$ cat src/rtl/ship_placer.sv
`timescale 1ns/1ps
// ship_placer: write-side controller for the 12x12 board memory.
// It accepts "place ship" and "clear board" commands. For a placement it
// checks bounds, then reads each candidate cell through the shared port to
// detect overlap, and finally writes SHIP into the ship cells.
// Optional build macro PLACER_ADJ_CHECK_EN: the overlap scan covers the
// ship's bounding box grown by one cell on every side (clipped to the board),
// so ships may not touch, including diagonally.
//
// state      | meaning
// -----------+-----------------------------------------------------------
// IDLE       | cmd_ready=1, waiting for a command
// CHECK      | one read per cycle over the scan set
// CHECK_WAIT | last read data returns; decide overlap
// WRITE      | one SHIP write per cycle over the ship cells
// CLEAR      | EMPTY written to every board cell, y outer, x inner
// FIN        | done pulse for one cycle, status valid
module ship_placer #(
    parameter int X_SIZE       = 12,
    parameter int Y_SIZE       = 12,
    parameter int X_ADDR_WIDTH = 4,
    parameter int Y_ADDR_WIDTH = 4,
    parameter int DATA_WIDTH   = 2,
    parameter int MAX_LEN      = 4,
    parameter int LEN_WIDTH    = 3
) (
    input  logic                               clk,
    input  logic                               rst,
    input  logic                               cmd_valid,
    output logic                               cmd_ready,
    input  logic                               cmd_clear,
    input  logic [X_ADDR_WIDTH-1:0]            cmd_x,
    input  logic [Y_ADDR_WIDTH-1:0]            cmd_y,
    input  logic [LEN_WIDTH-1:0]               cmd_len,
    input  logic                               cmd_vert,
    output logic                               done,
    output logic [1:0]                         status,
    output logic [X_ADDR_WIDTH+Y_ADDR_WIDTH-1:0] mem_addr,
    output logic [DATA_WIDTH-1:0]              mem_wdata,
    output logic                               mem_w_nr,
    input  logic [DATA_WIDTH-1:0]              mem_rdata
);

    // End coordinates are computed four bits wider than the length so
    // x + len - 1 can never wrap back onto the board.
    localparam int EW = LEN_WIDTH + 4;
    // Cycle counter width; must hold X_SIZE*Y_SIZE-1 for the clear sweep.
    localparam int CW = 8;

    localparam logic [DATA_WIDTH-1:0] CELL_EMPTY = '0;
    localparam logic [DATA_WIDTH-1:0] CELL_SHIP  = DATA_WIDTH'(1);

    localparam logic [1:0] ST_OK      = 2'b00;
    localparam logic [1:0] ST_BOUNDS  = 2'b01;
    localparam logic [1:0] ST_OVERLAP = 2'b10;

    typedef enum logic [2:0] {
        S_IDLE       = 3'd0,
        S_CHECK      = 3'd1,
        S_CHECK_WAIT = 3'd2,
        S_WRITE      = 3'd3,
        S_CLEAR      = 3'd4,
        S_FIN        = 3'd5
    } state_t;

    state_t                    state, state_n;
    logic [X_ADDR_WIDTH-1:0]   bow_x, bow_x_n;
    logic [Y_ADDR_WIDTH-1:0]   bow_y, bow_y_n;
    logic [LEN_WIDTH-1:0]      len_q, len_n;
    logic                      vert_q, vert_n;
    logic [X_ADDR_WIDTH-1:0]   cur_x, cur_x_n;
    logic [Y_ADDR_WIDTH-1:0]   cur_y, cur_y_n;
    logic [CW-1:0]             rem, rem_n;
    logic                      ovl, ovl_n;
    logic                      rd_pend, rd_pend_n;
    logic [1:0]                status_q, status_n;

    logic [EW-1:0]             end_x, end_y;
    logic                      bounds_err;
    logic                      hit_now;
    logic [X_ADDR_WIDTH-1:0]   scan_x0;
    logic [Y_ADDR_WIDTH-1:0]   scan_y0;
    logic [CW-1:0]             scan_cnt;

`ifdef PLACER_ADJ_CHECK_EN
    logic [X_ADDR_WIDTH-1:0]   box_xl, box_xl_n;
    logic [X_ADDR_WIDTH-1:0]   box_xh, box_xh_n;
    logic [X_ADDR_WIDTH-1:0]   ship_ex;
    logic [Y_ADDR_WIDTH-1:0]   ship_ey;
    logic [X_ADDR_WIDTH-1:0]   box_xl_c, box_xh_c;
    logic [Y_ADDR_WIDTH-1:0]   box_yl_c, box_yh_c;
`endif

    // Bounds decision on the incoming command; it is identical to the value
    // latched at accept, so the error can take effect already in cycle 1.
    always_comb begin
        end_x = EW'(cmd_x) + EW'(cmd_len) - EW'(1);
        end_y = EW'(cmd_y) + EW'(cmd_len) - EW'(1);
        bounds_err = 1'b0;
        if (cmd_len == '0)
            bounds_err = 1'b1;
        if (cmd_len > LEN_WIDTH'(MAX_LEN))
            bounds_err = 1'b1;
        // A bow off the board is rejected too: a vertical ship with x >= X_SIZE
        // would otherwise write outside the board.
        if (EW'(cmd_x) >= EW'(X_SIZE) || EW'(cmd_y) >= EW'(Y_SIZE))
            bounds_err = 1'b1;
        if (cmd_vert) begin
            if (end_y >= EW'(Y_SIZE))
                bounds_err = 1'b1;
        end else begin
            if (end_x >= EW'(X_SIZE))
                bounds_err = 1'b1;
        end
    end

    // Scan set origin and length for the overlap check.
    always_comb begin
`ifdef PLACER_ADJ_CHECK_EN
        ship_ex  = cmd_vert ? cmd_x : end_x[X_ADDR_WIDTH-1:0];
        ship_ey  = cmd_vert ? end_y[Y_ADDR_WIDTH-1:0] : cmd_y;
        box_xl_c = (cmd_x == '0) ? '0 : cmd_x - X_ADDR_WIDTH'(1);
        box_yl_c = (cmd_y == '0) ? '0 : cmd_y - Y_ADDR_WIDTH'(1);
        box_xh_c = (ship_ex >= X_ADDR_WIDTH'(X_SIZE - 1)) ?
                   X_ADDR_WIDTH'(X_SIZE - 1) : ship_ex + X_ADDR_WIDTH'(1);
        box_yh_c = (ship_ey >= Y_ADDR_WIDTH'(Y_SIZE - 1)) ?
                   Y_ADDR_WIDTH'(Y_SIZE - 1) : ship_ey + Y_ADDR_WIDTH'(1);
        scan_x0  = box_xl_c;
        scan_y0  = box_yl_c;
        scan_cnt = (CW'(box_xh_c - box_xl_c) + CW'(1)) *
                   (CW'(box_yh_c - box_yl_c) + CW'(1));
`else
        scan_x0  = cmd_x;
        scan_y0  = cmd_y;
        scan_cnt = CW'(cmd_len);
`endif
    end

    // Read data is valid the cycle after a CHECK address; flag any non-empty cell.
    assign hit_now = rd_pend && (mem_rdata != CELL_EMPTY);
    assign status  = status_q;

    // State register and datapath registers.
    always_ff @(posedge clk or posedge rst) begin
        if (rst) begin
            state    <= S_IDLE;
            bow_x    <= '0;
            bow_y    <= '0;
            len_q    <= '0;
            vert_q   <= 1'b0;
            cur_x    <= '0;
            cur_y    <= '0;
            rem      <= '0;
            ovl      <= 1'b0;
            rd_pend  <= 1'b0;
            status_q <= ST_OK;
`ifdef PLACER_ADJ_CHECK_EN
            box_xl   <= '0;
            box_xh   <= '0;
`endif
        end else begin
            state    <= state_n;
            bow_x    <= bow_x_n;
            bow_y    <= bow_y_n;
            len_q    <= len_n;
            vert_q   <= vert_n;
            cur_x    <= cur_x_n;
            cur_y    <= cur_y_n;
            rem      <= rem_n;
            ovl      <= ovl_n;
            rd_pend  <= rd_pend_n;
            status_q <= status_n;
`ifdef PLACER_ADJ_CHECK_EN
            box_xl   <= box_xl_n;
            box_xh   <= box_xh_n;
`endif
        end
    end

    // Next-state, datapath updates and memory port drive.
    always_comb begin
        state_n   = state;
        bow_x_n   = bow_x;
        bow_y_n   = bow_y;
        len_n     = len_q;
        vert_n    = vert_q;
        cur_x_n   = cur_x;
        cur_y_n   = cur_y;
        rem_n     = rem;
        ovl_n     = ovl | hit_now;
        rd_pend_n = (state == S_CHECK);
        status_n  = status_q;
`ifdef PLACER_ADJ_CHECK_EN
        box_xl_n  = box_xl;
        box_xh_n  = box_xh;
`endif
        mem_addr  = '0;
        mem_wdata = CELL_EMPTY;
        mem_w_nr  = 1'b0;
        cmd_ready = (state == S_IDLE);
        done      = (state == S_FIN);

        case (state)
            S_IDLE: begin
                if (cmd_valid) begin
                    bow_x_n  = cmd_x;
                    bow_y_n  = cmd_y;
                    len_n    = cmd_len;
                    vert_n   = cmd_vert;
                    ovl_n    = 1'b0;
                    status_n = ST_OK;
                    if (cmd_clear) begin
                        state_n = S_CLEAR;
                        cur_x_n = '0;
                        cur_y_n = '0;
                        rem_n   = CW'(X_SIZE * Y_SIZE - 1);
                    end else if (bounds_err) begin
                        state_n  = S_FIN;
                        status_n = ST_BOUNDS;
                    end else begin
                        state_n = S_CHECK;
                        cur_x_n = scan_x0;
                        cur_y_n = scan_y0;
                        rem_n   = scan_cnt - CW'(1);
`ifdef PLACER_ADJ_CHECK_EN
                        box_xl_n = box_xl_c;
                        box_xh_n = box_xh_c;
`endif
                    end
                end
            end

            S_CHECK: begin
                mem_addr = {cur_x, cur_y};
                if (rem == '0) begin
                    state_n = S_CHECK_WAIT;
                end else begin
                    rem_n = rem - CW'(1);
`ifdef PLACER_ADJ_CHECK_EN
                    // Row-major walk of the clipped box.
                    if (cur_x == box_xh) begin
                        cur_x_n = box_xl;
                        cur_y_n = cur_y + Y_ADDR_WIDTH'(1);
                    end else begin
                        cur_x_n = cur_x + X_ADDR_WIDTH'(1);
                    end
`else
                    if (vert_q)
                        cur_y_n = cur_y + Y_ADDR_WIDTH'(1);
                    else
                        cur_x_n = cur_x + X_ADDR_WIDTH'(1);
`endif
                end
            end

            S_CHECK_WAIT: begin
                if (ovl || hit_now) begin
                    state_n  = S_FIN;
                    status_n = ST_OVERLAP;
                end else begin
                    state_n = S_WRITE;
                    cur_x_n = bow_x;
                    cur_y_n = bow_y;
                    rem_n   = CW'(len_q) - CW'(1);
                end
            end

            S_WRITE: begin
                mem_addr  = {cur_x, cur_y};
                mem_wdata = CELL_SHIP;
                mem_w_nr  = 1'b1;
                if (rem == '0) begin
                    state_n = S_FIN;
                end else begin
                    rem_n = rem - CW'(1);
                    if (vert_q)
                        cur_y_n = cur_y + Y_ADDR_WIDTH'(1);
                    else
                        cur_x_n = cur_x + X_ADDR_WIDTH'(1);
                end
            end

            S_CLEAR: begin
                mem_addr  = {cur_x, cur_y};
                mem_wdata = CELL_EMPTY;
                mem_w_nr  = 1'b1;
                if (rem == '0) begin
                    state_n = S_FIN;
                end else begin
                    rem_n = rem - CW'(1);
                    if (cur_x == X_ADDR_WIDTH'(X_SIZE - 1)) begin
                        cur_x_n = '0;
                        cur_y_n = cur_y + Y_ADDR_WIDTH'(1);
                    end else begin
                        cur_x_n = cur_x + X_ADDR_WIDTH'(1);
                    end
                end
            end

            S_FIN: begin
                state_n = S_IDLE;
            end

            default: begin
                state_n = S_IDLE;
            end
        endcase
    end

endmodule

$ cat config.mk
export PLATFORM = sky130hd
export DESIGN_NAME = ship_placer
export DESIGN_NICKNAME = d
export VERILOG_FILES = /design/src/rtl/ship_placer.sv
export SDC_FILE = /design/constraint.sdc
export NUM_CORES = 1
export LEC_CHECK = 0
export CORE_MARGIN = 5
export CORE_UTILIZATION = 38
export CTS_CLUSTER_SIZE = 28
export DETAILED_ROUTE_END_ITERATION = 6
export SLEW_MARGIN = 20
export SYNTH_ARGS = -nofsm -noshare
export SYNTH_HDL_FRONTEND = slang
export SYNTH_SLANG_ARGS = --single-unit
export TNS_END_PERCENT = 100
$ cat constraint.sdc
create_clock -name clk -period 2.68 [get_ports clk]
set_input_delay 0.268 -clock clk [delete_from_list [all_inputs] [get_ports clk]]
set_output_delay 0.268 -clock clk [all_outputs]
set_load 0.02 [all_outputs]
# Yosys cells after proc, flatten, opt, wreduce, memory -nomap -nowiden

Cells that the tools add are included.

Flip-flop bits (word level): 35
Input port bits: 18
Output and inout port bits: 15
Word-level logic and storage cells: 110

Add/subtract/negate cells: 9
Magnitude comparators: 5
Equal/unequal tests: 18
Mux-type cells: 47
Bitwise operators: 1
Reductions and logical operators: 19

Operators by type and width:

| cell                | count |
|---|---|
| $mux 4              | 16 |
| $mux 8              | 6 |
| $pmux 4 s4          | 2 |
| $pmux 8 s3          | 1 |
| $mux 3              | 6 |
| $ne 2x2->1 const B  | 8 |
| $ge 7x4->1 const B  | 2 |
| $mux 1              | 12 |
| $pmux 3 s4          | 1 |
| $sub 5x1->6 const B | 2 |
| $add 4x3->5         | 2 |
| $add 4x1->4 const B | 2 |
| $ge 4x4->1 const B  | 2 |
| $logic_not 8->1     | 1 |
| $reduce_and 8->1    | 1 |
| $sub 3x1->4 const B | 2 |
| $sub 8x1->8 const B | 1 |
| $reduce_and 7->1    | 1 |
| $eq 3x2->1 const B  | 2 |
| $eq 3x3->1 const B  | 2 |
| $logic_not 3->1     | 2 |
| $ne 2x1->1 const B  | 3 |
| $reduce_and 3->1    | 2 |
| $reduce_and 5->1    | 1 |
| other kinds (15)    | 19 |

# Longest topological paths before layout

Word-level depth: 10
Depth in mapped cells: 13
Depth with buffers taken out: 12

# Worst setup path after synthesis

Ideal clock, no wire load.

Path type: input-to-reg
Start: input cmd_len[1]
End: register cur_x[0]
Setup time: 0.125 ns
Data arrival time: 2.587 ns
Required time: 2.555 ns
Path slack: -0.033 ns
Cell stages on the path: 11
Path buffers: 0
Path through: inv_1 -> ha_1 -> inv_1 -> ha_1 -> inv_1 -> fa_1 -> o311ai_0 -> nand3b_1 -> o211a_1 -> or3_4 -> mux2_4

Cells in the longest elaborated chain, start to end: 8
Elaborated cells between the ends (all ways): 16
Those cells by class: 4 x add/sub; 3 x order compare; 1 x eq/ne; 6 x mux; 2 x reduce/logical

Ends and longest elaborated chain:

| item                                                               | RTL line | text |
|---|---|---|
| start: declaration                                                 | 34       | `input logic [LEN_WIDTH-1:0] cmd_len,` |
| parallel branches: the longest is 5 deep, another holds $ge 7x4->1 | --       |  |
| $mux 1 (*)                                                         | 108      | `if (cmd_vert) begin` |
| $ne 3x3->1 (no source line) (*)                                    | --       |  |
| $reduce_and 7->1 (no source line) (*)                              | --       |  |
| end signal: assignment                                             | 167      | `cur_x <= cur_x_n;` |
| end: declaration                                                   | 71       | `logic [X_ADDR_WIDTH-1:0] cur_x, cur_x_n;` |

Every way passes the cells marked *.
A chain may end at the register's enable or synchronous reset.

# Worst setup path after layout

Start: input cmd_x[1]
End: register cur_y[2]

Cells in the longest elaborated chain, start to end: 7
Elaborated cells between the ends (all ways): 11
Those cells by class: 2 x add/sub; 2 x order compare; 1 x eq/ne; 4 x mux; 2 x reduce/logical

Ends and longest elaborated chain:

| item                                            | RTL line | text |
|---|---|---|
| start: declaration                              | 32       | `input logic [X_ADDR_WIDTH-1:0] cmd_x,` |
| $add 4x3->5 or $ge 4x4->1 (tied branches)       | 97, 106  |  |
| $sub 5x1->6 or $logic_or 1x1->1 (tied branches) | 97, 106  |  |
| $ge 7x4->1 or $mux 1 (tied branches)            | 112, 106 |  |
| $mux 1, on equally long branches                | 112, 109 |  |
| $mux 1 (*)                                      | 108      |  |
| $ne 3x3->1 (no source line) (*)                 | --       |  |
| $reduce_and 8->1 (no source line) (*)           | --       |  |
| end signal: assignment                          | 168      | `cur_y <= cur_y_n;` |
| end: declaration                                | 72       | `logic [Y_ADDR_WIDTH-1:0] cur_y, cur_y_n;` |

Every way passes the cells marked *; elsewhere a longest branch is shown, timed or not.

==> impl_results.md <==
- Post-DR vias/cell: 5.259
- Worst R2R End: cur_y[2]
- Worst slew pin tran: 0.6978 ns
- First-pass GRT wire length: 10.71 mm
- H-Tree Depth: 2
- Setup_tns: 0 ns
- Num ports: 33
- DR pass1 iterations: 4
- Setup violators final: 0
- Register area share after synthesis: 35.14%
- Slew Limit Fails: 0
- Detailed Place HPWL: 4.799 mm
- Initial Util: 39.25%
- Cell variety after synth: 50
- Top cell type's share of synthesized area: 35.14%
- CP arrival: 2.75 ns
- Final Util: 51.57%
- Clk_skew: 0.01027 ns
- Share of cells above drive strength 1: 21.51%
- Area Overhead vs Synth: 31.38%
- Post-DR wirelength/cell: 14.96 µm
- Slew HR: 53.31%
- CTS tree: built
- DR vias: 2214
- GRT Overall Usage: 15.62%
- Shortest period the worst path allows: 2.613 ns
- Synth Instances: 292
- FFs w/ async S/R, synth: 100.0%
- Vias in the first global route: 2236
- Iter 0 DRT Violations: 173
- Final net count: 386
- Power Dens Cells: 1047 nW/µm²
- Hold Slack: 0.3775 ns
- Clock Latency Late Sink: 0.29 ns
- Worst r2r path cells: 7
- Core ar.: 6350 µm²
- Placer Congestion: 0.8501
- Yosys warns: 0
- Total Power: 3.428 mW
- Period utilization: 97.50%
- FP Rows: 29
- Post-Syn Area per Cell: 8.536 µm²
- Clock sinks: 35
- Drc violations: 0
- Crit path kind: input pin to flop
- # port buffers: 31
- Startpoint Class: input pin
- Top_reg_cell synth: dfrtp_1
- Final hold vios: 0
- Clock root buffer master: clkbuf_8
- Largest net degree at the start of global routing: 36
- Synthesized area: 2492 µm²
- Origin of the critical flop-to-flop path: state[2]
- Number of synthesized flops with an enable pin: 0
- Max IR drop VDD: 513.1 µV
- Die W: 90.99 µm
- Commonest cells in the netlist: 35 x dfrtp_1, 35 x inv_1, 33 x o21ai_0
- Path type of the worst min-delay path: input pin to asynchronous set/reset pin
- Area leader, netlist: dfrtp_1
- Largest cells by area after synthesis: dfrtp_1 35%, ha_1 11%, o21ai_0 6.6%
- Synthesized Nets: 334
- DRT antenna net count: 0
- Max Buffers Root-to-Sink: 2
- R2R setup slack: 0.31 ns
- CP Data Required Time: 2.82 ns
- Total CTS buffers: 5
- CTS Hold Bufs: 0
- CTS clk-pin slew, worst paths: 0.07 ns
- Area of the die: 8278 µm²
- Status: finished, final reports clean
- Die height: 90.99 µm
- Max_cap viols: 0
- Total Routed Length: 6.298 mm
- CP Capture Type: flop
- F_max: 0.3827 GHz
- Leak pwr: 1.507 nW
- GRT overflow: 0
- Worst-path fanout max: 6
- Yosys reg bits: 35
- Initial antenna violation count: 0
- N_diodes: 0
placed cells by master, fill, tap and decap left out, types with 2 or more instances in the layout:
cell type         n
a21o_1            3
a221oi_1          2
a21oi_1          19
inv_2            11
a31oi_1           3
fa_1              2
nand2b_1          2
o21a_1            4
nand3_1           4
clkbuf_8          5
mux2i_1           2
dfrtp_1          34
nor2_1           18
o41ai_2           2
o41ai_1           2
nor2b_1           9
xor2_1            3
a222oi_1          4
inv_1            22
o31ai_1           2
o21ai_1          12
or3_1             3
clkdlybuf4s50_1  22
buf_4            25
clkdlybuf4s15_2   2
and2_1           10
dlygate4sd2_1     5
nor3_1            8
ha_4              6
o221ai_1          3
nand2_1          21
o31ai_2           5
ha_1             15
o21ai_0          21
nand3b_1          2
inv_4             2
registers in the layout (all words and copies together) (netlist names):
register / flops
status: 2
len_q: 3
cur_x: 4
state: 3
ovl: 1
cur_y: 4
bow_x: 4
bow_y: 4
vert_q: 1
rd_pend: 1
rem: 8
per-stage QoR:
stage	area [µm²]	setup slack, ns	std cells
2_1_floorplan	2492	0.04317	292
3_3_place_gp	3027	-0.5593	413
3_5_place_dp	3027	-0.6551	413
4_1_cts	3201	0.006187	421
5_1_grt	3274	-0.03190	421
6_report	3274	0.06693	421
final cells by class:
| class | count | area [µm²] |
|---|---|---|
| Clock buffer | 6 | 72.57 |
| Clock inverter | 1 | 30.03 |
| Fill cell | 592 | 3075 |
| Inverter | 35 | 136.4 |
| Multi-Input combinational cell | 210 | 1562 |
| Sequential cell | 35 | 877.1 |
| Tap cell | 77 | 96.34 |
| Timing Repair Buffer | 57 | 500.5 |
routing by layer:
metal,track usage (%),wire (µm),vias to the layer above
met5,0,0,-
met1,21.10,3012,1040
met3,2.562,243,9
met4,5.501,114,0
met2,25.30,2927,45
li1,-,-,1120
cells by family after synthesis:
group	synth area share, %
DFF	35.14
and+or+nand+nor	18.17
muxes	1.857
other	0.1505
adders and majority gates	12.65
xor gates and xnor gates	1.406
AOI/OAI and AO/OA	22.94
buffers and inverters	7.681
repair_timing:
item	4_1_cts	5_1_grt
endpoints found under the setup margin	17	24
gates resized for setup	42	25
buffers inserted	1	0
pin swaps	10	8
power by group:
| part | internal [mW] | total, mW | switching [mW] |
|---|---|---|---|
| logic | 0.887 | 1.99 | 1.10 |
| clock network | 0.273 | 0.460 | 0.187 |
| registers | 0.774 | 0.977 | 0.203 |
how the worst max path moves through the flow:
stage	start	endpoint	slack, ns	depth (start not counted)
detailed placement	cmd_y[1]	rem[2]	-0.66	14
global route	cmd_x[1]	cur_y[2]	-0.03	14
CTS	cmd_x[1]	cur_x[0]	0.006	13
finish	cmd_x[1]	cur_y[2]	0.07	14
global placement	cmd_len[1]	rem[7]	-0.56	14
floorplan	cmd_len[1]	cur_x[0]	0.04	11
worst max-delay path: stages:
cell and delay, ns:
clkdlybuf4s15_2 0.20, inv_2 0.08, ha_4 0.21, inv_4 0.05, ha_4 0.12, inv_1 0.04, fa_1 0.50, nor3_1 0.06
nor3_1 0.20, o2111ai_2 0.16, o211a_4 0.20, buf_6 0.13, o41ai_1 0.38, o21ai_1 0.15
(Power assumes the default switching activity.)
